==> config.mk <==
export PLATFORM = sky130hd
export DESIGN_NAME = pc_sequencer
export DESIGN_NICKNAME = d
export VERILOG_FILES = /design/src/rtl/pc_sequencer_pkg.sv /design/src/rtl/pc_seq_decode.sv /design/src/rtl/pc_sequencer.sv
export SDC_FILE = /design/constraint.sdc
export NUM_CORES = 1
export LEC_CHECK = 0
export BUFFER_PORTS_ARGS = -buffer_cell sky130_fd_sc_hd__buf_4
export CAP_MARGIN = 30
export CORE_MARGIN = 2
export CORE_UTILIZATION = 53
export DETAILED_ROUTE_END_ITERATION = 6
export PLACE_DENSITY = 0.95
export SYNTH_ARGS = -nofsm -noshare
export SYNTH_HDL_FRONTEND = slang
export SYNTH_SLANG_ARGS = --single-unit
==> constraint.sdc <==
create_clock -name clk -period 3.5 [get_ports clk]
set_input_delay 0.35 -clock clk [delete_from_list [all_inputs] [get_ports clk]]
set_output_delay 0.35 -clock clk [all_outputs]
set_load 0.02 [all_outputs]
==> src/rtl/pc_sequencer_pkg.sv <==
`default_nettype none
// ============================================================================
// Module   : pc_sequencer_pkg
// Brief    : Shared state, next-PC select, opcode/funct and instruction-class
//            definitions for the PC sequencer and the PC next-address logic.
// Revision : 1.0 - initial release
// ============================================================================
package pc_sequencer_pkg;

    typedef enum logic [2:0] {
        ST_IF   = 3'd0,
        ST_ID   = 3'd1,
        ST_EXE  = 3'd2,
        ST_MEM  = 3'd3,
        ST_WB   = 3'd4,
        ST_HALT = 3'd5
    } state_t;

    typedef enum logic [1:0] {
        SEL_NEXT_INS = 2'd0,
        SEL_REL_JMP  = 2'd1,
        SEL_ABS_JMP  = 2'd2,
        SEL_RS_JMP   = 2'd3
    } pc_sel_t;

    typedef enum logic [3:0] {
        CLS_NOP  = 4'd0,
        CLS_J    = 4'd1,
        CLS_JAL  = 4'd2,
        CLS_JR   = 4'd3,
        CLS_HALT = 4'd4,
        CLS_BEQ  = 4'd5,
        CLS_BNE  = 4'd6,
        CLS_LW   = 4'd7,
        CLS_SW   = 4'd8,
        CLS_ALU  = 4'd9
    } instr_cls_t;

    localparam logic [5:0] c_op_rtype = 6'h00;
    localparam logic [5:0] c_op_j     = 6'h02;
    localparam logic [5:0] c_op_jal   = 6'h03;
    localparam logic [5:0] c_op_beq   = 6'h04;
    localparam logic [5:0] c_op_bne   = 6'h05;
    localparam logic [5:0] c_op_addi  = 6'h08;
    localparam logic [5:0] c_op_ori   = 6'h0D;
    localparam logic [5:0] c_op_lw    = 6'h23;
    localparam logic [5:0] c_op_sw    = 6'h2B;
    localparam logic [5:0] c_op_halt  = 6'h3F;
    localparam logic [5:0] c_fn_jr    = 6'h08;

endpackage
`default_nettype wire

==> src/rtl/pc_seq_decode.sv <==
`default_nettype none
// ============================================================================
// Module   : pc_seq_decode
// Brief    : Combinational opcode/funct to instruction-class decoder.
// Revision : 1.0 - initial release
// ============================================================================
module pc_seq_decode
    import pc_sequencer_pkg::*;
(
    input  logic [5:0] opcode,
    input  logic [5:0] funct,
    output logic [3:0] cls
);

    instr_cls_t w_cls;

    always_comb begin
        w_cls = CLS_NOP;
        case (opcode)
            c_op_rtype: w_cls = (funct == c_fn_jr) ? CLS_JR : CLS_ALU;
            c_op_j:     w_cls = CLS_J;
            c_op_jal:   w_cls = CLS_JAL;
            c_op_beq:   w_cls = CLS_BEQ;
            c_op_bne:   w_cls = CLS_BNE;
            c_op_addi:  w_cls = CLS_ALU;
            c_op_ori:   w_cls = CLS_ALU;
            c_op_lw:    w_cls = CLS_LW;
            c_op_sw:    w_cls = CLS_SW;
            c_op_halt:  w_cls = CLS_HALT;
            default:    w_cls = CLS_NOP;
        endcase
    end

    assign cls = w_cls;

endmodule
`default_nettype wire

==> src/rtl/pc_sequencer.sv <==
`default_nettype none
// ============================================================================
// Module   : pc_sequencer
// Brief    : Multi-cycle PC/control sequencer FSM (IF/ID/EXE/MEM/WB/HALT).
//            Optional macro MEM_WAIT_EN stretches MEM until mem_ready.
// Revision : 1.0 - initial release
// ============================================================================
module pc_sequencer
    import pc_sequencer_pkg::*;
(
    input  logic       clk,
    input  logic       RST,
    input  logic [5:0] opcode,
    input  logic [5:0] funct,
    input  logic       zero,
    input  logic       mem_ready,
    output logic       pc_write,
    output logic [1:0] pc_sel,
    output logic       ir_write,
    output logic       reg_write,
    output logic       mem_read,
    output logic       mem_write,
    output logic [2:0] state,
    output logic       halted
);

    state_t     r_state;
    instr_cls_t r_cls;
    instr_cls_t w_cls;
    logic [3:0] w_cls_raw;
    logic       w_mem_done;

    logic       w_pc_write;
    pc_sel_t    w_pc_sel;
    logic       w_ir_write;
    logic       w_reg_write;
    logic       w_mem_read;
    logic       w_mem_write;
    logic       w_halted;
    logic [2:0] w_state;

    pc_seq_decode u_decode (
        .opcode (opcode),
        .funct  (funct),
        .cls    (w_cls_raw)
    );

    assign w_cls = instr_cls_t'(w_cls_raw);

`ifdef MEM_WAIT_EN
    assign w_mem_done = mem_ready;
`else
    logic w_unused_mem_ready;
    assign w_unused_mem_ready = mem_ready;
    assign w_mem_done         = 1'b1;
`endif

    always_ff @(posedge clk) begin
        if (RST) begin
            r_state <= ST_IF;
            r_cls   <= CLS_NOP;
        end else begin
            case (r_state)
                ST_IF: r_state <= ST_ID;
                ST_ID: begin
                    // Fields are only guaranteed from ID on, so capture the class here
                    r_cls <= w_cls;
                    case (w_cls)
                        CLS_J, CLS_JAL, CLS_JR, CLS_NOP: r_state <= ST_IF;
                        CLS_HALT:                         r_state <= ST_HALT;
                        default:                          r_state <= ST_EXE;
                    endcase
                end
                ST_EXE: begin
                    case (r_cls)
                        CLS_LW, CLS_SW: r_state <= ST_MEM;
                        CLS_ALU:        r_state <= ST_WB;
                        default:        r_state <= ST_IF;
                    endcase
                end
                ST_MEM: begin
                    if (w_mem_done) begin
                        r_state <= (r_cls == CLS_LW) ? ST_WB : ST_IF;
                    end
                end
                ST_WB:   r_state <= ST_IF;
                ST_HALT: r_state <= ST_HALT;
                default: r_state <= ST_IF;
            endcase
        end
    end

    // Outputs follow the registered state but ID/EXE need fields valid only then
    always_comb begin
        w_pc_write  = 1'b0;
        w_pc_sel    = SEL_NEXT_INS;
        w_ir_write  = 1'b0;
        w_reg_write = 1'b0;
        w_mem_read  = 1'b0;
        w_mem_write = 1'b0;
        w_halted    = 1'b0;
        w_state     = r_state;
        if (RST) begin
            w_ir_write = 1'b1;
            w_state    = ST_IF;
        end else begin
            case (r_state)
                ST_IF: w_ir_write = 1'b1;
                ST_ID: begin
                    case (w_cls)
                        CLS_J: begin
                            w_pc_write = 1'b1;
                            w_pc_sel   = SEL_ABS_JMP;
                        end
                        CLS_JAL: begin
                            w_pc_write  = 1'b1;
                            w_pc_sel    = SEL_ABS_JMP;
                            w_reg_write = 1'b1;
                        end
                        CLS_JR: begin
                            w_pc_write = 1'b1;
                            w_pc_sel   = SEL_RS_JMP;
                        end
                        CLS_NOP: w_pc_write = 1'b1;
                        default: ;
                    endcase
                end
                ST_EXE: begin
                    if (r_cls == CLS_BEQ) begin
                        w_pc_write = 1'b1;
                        w_pc_sel   = zero ? SEL_REL_JMP : SEL_NEXT_INS;
                    end else if (r_cls == CLS_BNE) begin
                        w_pc_write = 1'b1;
                        w_pc_sel   = zero ? SEL_NEXT_INS : SEL_REL_JMP;
                    end
                end
                ST_MEM: begin
                    if (r_cls == CLS_LW) begin
                        w_mem_read = 1'b1;
                    end else if (r_cls == CLS_SW) begin
                        w_mem_write = 1'b1;
                        w_pc_write  = w_mem_done;
                    end
                end
                ST_WB: begin
                    w_reg_write = 1'b1;
                    w_pc_write  = 1'b1;
                end
                ST_HALT: w_halted = 1'b1;
                default: ;
            endcase
        end
    end

    assign pc_write  = w_pc_write;
    assign pc_sel    = w_pc_sel;
    assign ir_write  = w_ir_write;
    assign reg_write = w_reg_write;
    assign mem_read  = w_mem_read;
    assign mem_write = w_mem_write;
    assign state     = w_state;
    assign halted    = w_halted;

endmodule
`default_nettype wire
== Yosys cells after proc, flatten, opt, wreduce, memory -nomap -nowiden ==
Cells that the tools add are included.
Word-level totals
  flip-flop bits (word level): 7
  input port bits: 16
  output and inout bits: 11
  word-level logic and storage cells: 66
Operators by class
  equality and inequality tests: 24
  mux-type cells: 33
  reductions and logical operators: 7
Operator list (number)
  $pmux 4 s9: 1
  $mux 1: 21
  $eq 6x4->1 const B: 3
  $eq 6x6->1 const B: 3
  $eq 4x3->1 const B: 4
  $pmux 3 s5: 1
  $eq 6x2->1 const B: 2
  $eq 6x3->1 const B: 2
  $pmux 3 s2: 2
  $eq 4x2->1 const B: 2
  $eq 4x4->1 const B: 2
  $pmux 2 s2: 2
  $eq 3x2->1 const B: 2
  $eq 3x3->1 const B: 2
  $logic_not 6->1: 1
  $mux 3: 2
  $reduce_or 2->1: 3
  $eq 4x1->1 const B: 1
  $logic_not 4->1: 1
  $mux 4: 1
  $pmux 1 s4: 1
  $reduce_or 4->1: 1
  $eq 3x1->1 const B: 1
  $logic_not 3->1: 1
  other kinds (2): 2

== Depth between registers and ports, before layout ==
Gate-level depths: netlist of the first run.
  depth in word-level cells: 8
  gate-level depth with buffers: 5

== Cells and area by module ==
Synthesis of the first run repeated with hierarchy kept, for this count alone.
Unflattened totals
  cells, all modules: 96
  area, all modules: 752.0 µm²
Modules (own cells, without submodules)
  pc_sequencer: instances 1, cells each 67, area each 546.8 µm²
  pc_seq_decode: instances 1, cells each 29, area each 205.2 µm²

== Worst setup path after synthesis of the first run ==
OpenSTA, ideal clock, no wires.
  path type: input port to output port
  from: input port funct[1]
  to: output port pc_sel[1]
  arrival: 1.687 ns
  data required time: 3.150 ns
  setup slack: 1.463 ns
  stages: 4
  path buffers: 0
  path through: or4b_4 -> o21a_1 -> o221a_1 -> a211oi_2
Between the ends
  word-level cells in the longest chain between the ends: 8
  elaborated cells on any way between the ends: 10
  those cells by class: eq/ne: 4; mux: 5; reduce/logical: 1
RTL lines
  start, declared: RTL line pc_sequencer.sv:14  | input logic [5:0] funct,
  $eq 6x4->1 *: RTL line pc_seq_decode.sv:20  | c_op_rtype: w_cls = (funct == c_fn_jr) ? CLS_JR : CLS_ALU;
  $mux 4 *: RTL line pc_seq_decode.sv:20
  $pmux 4 s9 *: RTL line pc_seq_decode.sv:19  | case (opcode)
  $eq 4x2->1 / $eq 4x1->1 (equally long branches): RTL line pc_sequencer.sv:110  | case (w_cls)
  $reduce_or 2->1 (no source line)
  $pmux 2 s2 *: RTL line pc_sequencer.sv:110
  $pmux 2 s2 *: RTL line pc_sequencer.sv:107  | case (r_state)
  $mux 2 *: RTL line pc_sequencer.sv:103  | if (RST) begin
  end, declared: RTL line pc_sequencer.sv:18  | output logic [1:0] pc_sel,
Mark *: on every way between the ends. The rest lies on a longest branch, timed or not.

== Final worst setup path of the first run ==
  from: register r_state[0]
  to: output port pc_sel[1]
Between the ends
  word-level cells in the longest chain between the ends: 3
  elaborated cells on any way between the ends: 4
  those cells by class: eq/ne: 2; mux: 2
RTL lines
  start, declared: RTL line pc_sequencer.sv:27  | state_t r_state;
  start signal, assigned: RTL line pc_sequencer.sv:83  | r_state <= (r_cls == CLS_LW) ? ST_WB : ST_IF;
  $eq 3x2->1 / $eq 3x1->1 (equally long branches): RTL line pc_sequencer.sv:107
  $pmux 2 s2 *: RTL line pc_sequencer.sv:107
  $mux 2 *: RTL line pc_sequencer.sv:103
Marked as above.

==> flow_metrics.py, run 1 <==
metrics = {
    "layout": {
        "drive_above_1_share_pct": 31.5,
        "stdcell_area_um2": 991,
        "fill_cells": 104,
        "fin_nets": 144,
        "antenna_cells": 0,
        "syn2layout_area_growth_pct": 24.9,
    },
    "power": {
        "p_leak_nw": 0.384,
        "vdd.ir_drop.worst_v": 0.000188,
        "powerDensity_mw_per_mm2": 230,
    },
    "floorplanning": {
        "num_io_pins": 27,
        "row_count": 13,
        "start_util_pct": 58.8,
        "dieWidth_um": 42.7,
        "fp.dieH_um": 42.7,
        "dieArea_mm2": 0.00182,
        "core_area_mm2": 0.00135,
    },
    "worst_setup_path": {
        "crit_type": "reg2out",
        "path_max_fanout": 13,
        "cp-start-kind": "register",
        "worstSetupEndpointType": "output pin",
        "r2r_setup_slack_ps": 1850,
        "cp.required_ps": 3150,
        "cp.arrival_ps": 2100,
    },
    "synth": {
        "yosysWarnings": 0,
        "synthArstFlopShare_pct": 0,
        "synth_edf_count": 0,
        "synth_area_per_cell_um2": 7.63,
        "ys_types": 45,
        "netlist_instances": 104,
        "yosys.area_share.simple_pct": 45.3,
        "synth_area_um2": 793,
        "synth-seq-cells": 7,
        "synth_fa_ha_area_share_pct": 1.42,
        "synth_top_family_by_area": "simple AND/OR/NAND/NOR gates",
        "synthMuxAreaShare_pct": 0,
        "seq_area_frac_synth_pct": 17.7,
        "mappedNetlistNets": 120,
        "synth_flop_cell": "dfxtp_1",
        "synth_compound_area_share_pct": 28.2,
        "synth_xor_xnor_area_share_pct": 1.10,
    },
    "timing": {
        "drv_slew": 0,
        "tightest_slew_ps": 394,
        "hold_viol_final": 0,
        "period_needed_ps": 2450,
        "max_freq_ghz": 0.409,
        "holdWs_ps": 361,
        "setup_viol": 0,
        "maxSlewHeadroom_pct": 73.7,
        "finalSetupTns_ps": 0,
        "min_period_over_period_pct": 69.9,
        "clock_skew_ps": 6.02,
        "rsz0062_at_grt": "no",
    },
    "global_route": {
        "antenna_found_initial": 0,
        "grt_pass1_wl_mm": 3.46,
        "overflow": 0,
        "grt_max_degree": 15,
        "grt_pass1_vias": 801,
        "grt_usage_pct": 23.9,
    },
    "clock_network": {
        "cts_tree": "done",
        "clk_pin_slew_ps": 50,
        "cts.sinks": 7,
        "cts_buffer_depth": 2,
        "clk_latency_ps": 250,
        "clock-root-buffer": "clkbuf_4",
        "postCtsSetupRepairBufs": 0,
        "cts_max_level": 1,
        "cts_made_buffers": 3,
        "ctsHoldBuffers": 0,
        "cts_resized": 0,
    },
    "detailed_routing": {
        "antenna_left": 0,
        "routed_via_density": 6.32,
        "wl_per_cell_um": 14.5,
        "route.detailed.drc": 0,
        "wl_mm": 2.06,
        "drt_iter0_markers": 34,
        "first_pass_iters": 4,
        "num_vias": 898,
    },
    "placed_design": {
        "port_buffers": 25,
        "post_dp_cell_area_um2": 965,
        "hpwl_mm": 1.58,
        "gp_congestion": 0.874,
    },
    "worst_hold_path": {
        "min_path_type": "in2reg",
    },
    "status": {
        "status": "finished clean",
    },
    "flow_run": {
        "cap_viol_max_count": 0,
    },
}
## layout make-up
| cell class | count | area, µm² | area share (%) |
|---|---|---|---|
| Sequential cell | 7 | 140 | 14.1 |
| Inverter | 4 | 15.0 | 1.52 |
| Clock buffer | 4 | 26.3 | 2.65 |
| Timing Repair Buffer | 25 | 188 | 18.9 |
| Multi-Input combinational cell | 87 | 603 | 60.9 |
| Tap cell | 15 | 18.8 | 1.89 |
## per-layer routing
| metal | global-route usage [%] | part of all wire (%) | routed length, µm |
|---|---|---|---|
| met1 | 30.6 | 46 | 939 |
| met2 | 40.3 | 48 | 998 |
| met3 | 4.26 | 3.9 | 80 |
| met4 | 7.50 | 2.0 | 42 |
| met5 | 0 | 0 | 0 |
## metrics by stage
step / utilization (%) / total power [mW] / std cells / worst slack [ps]
2_1_floorplan: - / 0.131 / 104 / 1460
3_3_place_gp: 71.5 / 0.153 / 138 / 1340
3_5_place_dp: 71.5 / 0.156 / 138 / 1320
4_1_cts: 73.4 / 0.228 / 142 / 1090
5_1_grt: 73.4 / 0.241 / 142 / 971
6_report: 73.4 / 0.228 / 142 / 1050
## cell usage in the layout, fill, tap and decap left out, types with 2 or more instances in the layout
cell and n:
nand2b_1 3, or2_2 4, or4b_4 3, a21oi_1 8, nand4b_1 2, or3_1 3
a21o_1 3, o21ai_0 7, nor3b_1 3, clkbuf_4 3, nor2_1 10, or4bb_1 2
o21ai_1 2, inv_1 4, nand2_1 4, o211ai_1 2, nor3_1 4, nor4bb_1 2
nand3b_1 2, buf_4 25, nand3_1 2, dfxtp_1 7
## flip-flops by register name, summed over array words and instances, names as in the netlist
name,cells
r_cls,4
r_state,3
## worst max-delay path, stage by stage (launching register included)
cell and delay [ps]:
dfxtp_1 550, or4b_4 540, o21ba_1 280, o21ai_0 130, a211oi_2 160, buf_4 170
## Yosys cell counts (all sizes together) (2+ instances only)
| cell type | count | share of area (%) |
|---|---|---|
| nor3 | 4 | 2.5 |
| buf | 2 | 2.4 |
| inv | 4 | 1.9 |
| or4bb | 2 | 2.8 |
| nand3 | 2 | 1.3 |
| o21ba | 2 | 2.5 |
| dfxtp | 7 | 18 |
| nand4b | 2 | 2.2 |
| o21ai | 9 | 5.7 |
| nand2b | 3 | 2.4 |
| nand3b | 2 | 1.9 |
| o211ai | 2 | 1.9 |
| or3 | 3 | 2.4 |
| or4b | 4 | 6.5 |
| or2 | 4 | 3.2 |
| clkbuf | 4 | 2.0 |
| a21oi | 8 | 5.0 |
| nor3b | 3 | 2.8 |
| nor4bb | 2 | 2.5 |
| nor2 | 10 | 4.7 |
| a21o | 3 | 2.8 |
| nand2 | 4 | 1.9 |
## report_power, final
group | switching, mW | internal, mW | leakage [nW]
combinational | 0.0331 | 0.0327 | 0.312
sequential | 0.00724 | 0.0830 | 0.0570
clock | 0.0288 | 0.0434 | 0.0150
total | 0.0691 | 0.159 | 0.384
## logic make-up (layout without fill, tap and decap cells)
logic type | Yosys count | in the layout
and+or+nand+nor | 52 | 52
AOI/OAI and AO/OA | 33 | 33
buffers and inverters | 10 | 33
DFF | 7 | 7
adders and majority gates | 1 | 1
xor gates and xnor gates | 1 | 1
## path summary, 6_finish.rpt
check / start / cells after the start / end
worst max-delay path: r_state[0] / 5 / pc_sel[1]
worst min-delay path: RST / 2 / r_cls[1]
worst max register to register: r_state[0] / 4 / r_state[1]
worst min register to register: r_cls[1] / 2 / r_cls[1]
No activity file was read; power rests on OpenSTA's default activity.
==> inputs of run 2 (changes only) <==
--- a/config.mk
+++ b/config.mk
@@ -5,12 +5,13 @@
 export SDC_FILE = /design/constraint.sdc
 export NUM_CORES = 1
 export LEC_CHECK = 0
+export ABC_AREA = 1
 export BUFFER_PORTS_ARGS = -buffer_cell sky130_fd_sc_hd__buf_4
 export CAP_MARGIN = 30
 export CORE_MARGIN = 2
-export CORE_UTILIZATION = 53
+export CORE_UTILIZATION = 48
 export DETAILED_ROUTE_END_ITERATION = 6
-export PLACE_DENSITY = 0.95
+export PLACE_DENSITY = 0.88
 export SYNTH_ARGS = -nofsm -noshare
 export SYNTH_HDL_FRONTEND = slang
 export SYNTH_SLANG_ARGS = --single-unit
==> constraint.sdc (replaced) <==
create_clock -name clk -period 2.5 [get_ports clk]
set_input_delay 0.25 -clock clk [delete_from_list [all_inputs] [get_ports clk]]
set_output_delay 0.25 -clock clk [all_outputs]
set_load 0.02 [all_outputs]
==> flow_metrics.py, run 2 <==
metrics = {
    "power": {
        "powerDensity_mw_per_mm2": 320,
        "p_leak_nw": 0.494,
        "vdd.ir_drop.worst_v": 0.000374,
    },
    "synth": {
        "yosysTopAreaCell": "dfxtp_1",
        "synthArstFlopShare_pct": 0,
        "synth_edf_count": 0,
        "seq_area_frac_synth_pct": 18.4,
        "netlist_instances": 129,
        "ys_types": 24,
        "mappedNetlistNets": 145,
        "synth_area_per_cell_um2": 5.90,
        "synth_commonest_cells": "nor2_1, nand2_1, inv_1",
        "yosysWarnings": 0,
        "synth-seq-cells": 7,
        "yosys-top-cells-area": "dfxtp_1, nor2_1, nand2_1, inv_1, nand3_1",
        "synth_flop_cell": "dfxtp_1",
        "yosysMostFrequentCell": "nor2_1",
        "synth_top_cell_area_share_pct": 18.4,
        "synth_area_um2": 761,
    },
    "clock_network": {
        "clk_pin_slew_ps": 50,
        "cts.sinks": 7,
        "clock-root-buffer": "clkbuf_4",
        "cts_max_level": 1,
        "cts_buffer_depth": 2,
        "ctsHoldBuffers": 0,
        "cts_resized": 0,
        "cts_tree": "done",
        "clk_latency_ps": 240,
        "cts_made_buffers": 3,
        "postCtsSetupRepairBufs": 0,
    },
    "detailed_routing": {
        "routed_via_density": 5.41,
        "wl_mm": 1.79,
        "wl_per_cell_um": 10.4,
        "num_vias": 931,
        "drt_iter0_markers": 35,
        "route.detailed.drc": 0,
        "dr_wl_met3_um": 155,
        "first_pass_iters": 4,
        "wl_met1_um": 757,
        "dr_wl_met2_um": 859,
        "antenna_left": 0,
        "routed.top_layer": "met4",
    },
    "layout": {
        "antenna_cells": 0,
        "fill_cells": 139,
        "largestRegisters": "r_cls: 4 flops, r_state: 3 flops",
        "final_util_pct": 66.1,
        "drive_above_1_share_pct": 34.6,
        "fin_nets": 173,
        "syn2layout_area_growth_pct": 29.3,
        "layout_common_cells": "buf_4, nor2_1, nand2_1, inv_1, nand3_1",
        "final_common_cell": "buf_4",
        "largest_reg_flops": 4,
        "top_register": "r_cls",
    },
    "timing": {
        "hold_viol_final": 0,
        "setup_viol": 0,
        "max_freq_ghz": 0.541,
        "finalSetupTns_ps": 0,
        "min_period_over_period_pct": 74.0,
        "clock_skew_ps": 0.689,
        "period_needed_ps": 1850,
        "drv_slew": 0,
        "maxSlewHeadroom_pct": 78.6,
        "rsz0062_at_grt": "no",
        "tightest_slew_ps": 319,
    },
    "worst_setup_path": {
        "cp.arrival_ps": 1600,
        "critPathLaunch": "r_state[0]",
        "reg2regPathDepth": 7,
        "cp.required_ps": 2250,
        "worstSetupEndpointType": "output pin",
        "path_max_fanout": 11,
        "r2r_start": "r_state[0]",
        "r2r_end": "r_cls[0]",
        "cp-start-kind": "register",
        "crit_type": "reg2out",
        "worstSetupEndpoint": "reg_write",
        "r2r_setup_slack_ps": 1220,
    },
    "placed_design": {
        "gp_congestion": 0.992,
        "port_buffers": 25,
        "hpwl_mm": 1.54,
    },
    "floorplanning": {
        "fp.dieH_um": 43.8,
        "dieArea_mm2": 0.00192,
        "num_io_pins": 27,
        "core_area_mm2": 0.00149,
        "start_util_pct": 51.1,
        "row_count": 14,
        "dieWidth_um": 43.8,
    },
    "global_route": {
        "antenna_found_initial": 0,
        "grt_pass1_vias": 774,
        "grt_max_degree": 14,
        "overflow": 0,
        "grt_usage_pct": 20.0,
        "grt_pass1_wl_mm": 3.04,
    },
    "status": {
        "status": "finished clean",
    },
    "flow_run": {
        "cap_viol_max_count": 0,
    },
    "worst_hold_path": {
        "min_path_type": "in2reg",
    },
}
## run 2: worst min-delay path by stage
stage,from,end,slack [ps],cells after the start
detailed placement,r_cls[1],r_cls[1],510,2
global placement,r_cls[1],r_cls[1],510,2
CTS,RST,r_state[1],250,2
floorplan,RST,r_state[1],310,1
finish,RST,r_state[1],260,2
global route,RST,r_state[1],270,2
## run 2: per-stage QoR
stage / worst slack (ps) / hold slack, ps / power [mW] / std cells / cell area, µm²
after floorplan: 1030 / 312 / 0.184 / 129 / 761
after global placement: 946 / 507 / 0.218 / 168 / 957
after detailed placement: 920 / 514 / 0.221 / 168 / 957
after CTS: 652 / 255 / 0.319 / 172 / 983
after global routing: 534 / 269 / 0.333 / 172 / 983
final: 651 / 260 / 0.315 / 172 / 983
## run 2: where the power goes
| part | switching (mW) | total (mW) | leakage [nW] | internal [mW] |
|---|---|---|---|---|
| Clock | 0.0354 | 0.0959 | 0.0150 | 0.0605 |
| Sequential | 0.00527 | 0.123 | 0.0573 | 0.118 |
| Combinational | 0.0573 | 0.0956 | 0.421 | 0.0383 |
| Total | 0.0980 | 0.315 | 0.494 | 0.217 |
## run 2: cell type report
cell class,count,area [µm²],area share (%)
multi-input combinational,98,527,53.6
timing repair buffer,25,188,19.1
sequential,7,140,14.2
inverter,22,82.6,8.40
clock buffer,4,26.3,2.67
tap,16,20.0,2.04
## run 2: kinds of logic (layout without fill, tap and decap cells)
| family | Yosys count | after routing | share of synthesized area (%) |
|---|---|---|---|
| buf+inv | 24 | 51 | 12.3 |
| flops | 7 | 7 | 18.4 |
| compound gates | 17 | 17 | 13.3 |
| simple gates | 81 | 81 | 55.9 |
## run 2: routing by layer
layer / vias up / global-route usage [%]
met4: 0 / 6.06
li1: 468 / -
met2: 30 / 33.5
met1: 431 / 27.8
met3: 2 / 0.417
met5: - / 0
## run 2: critical path, cell delays in order (launching register included)
cell     delay, ps
dfxtp_1        350
inv_2           60
nor2_1         120
nand2_1        100
inv_1          270
nand3_1        140
a21oi_1        160
buf_4          160
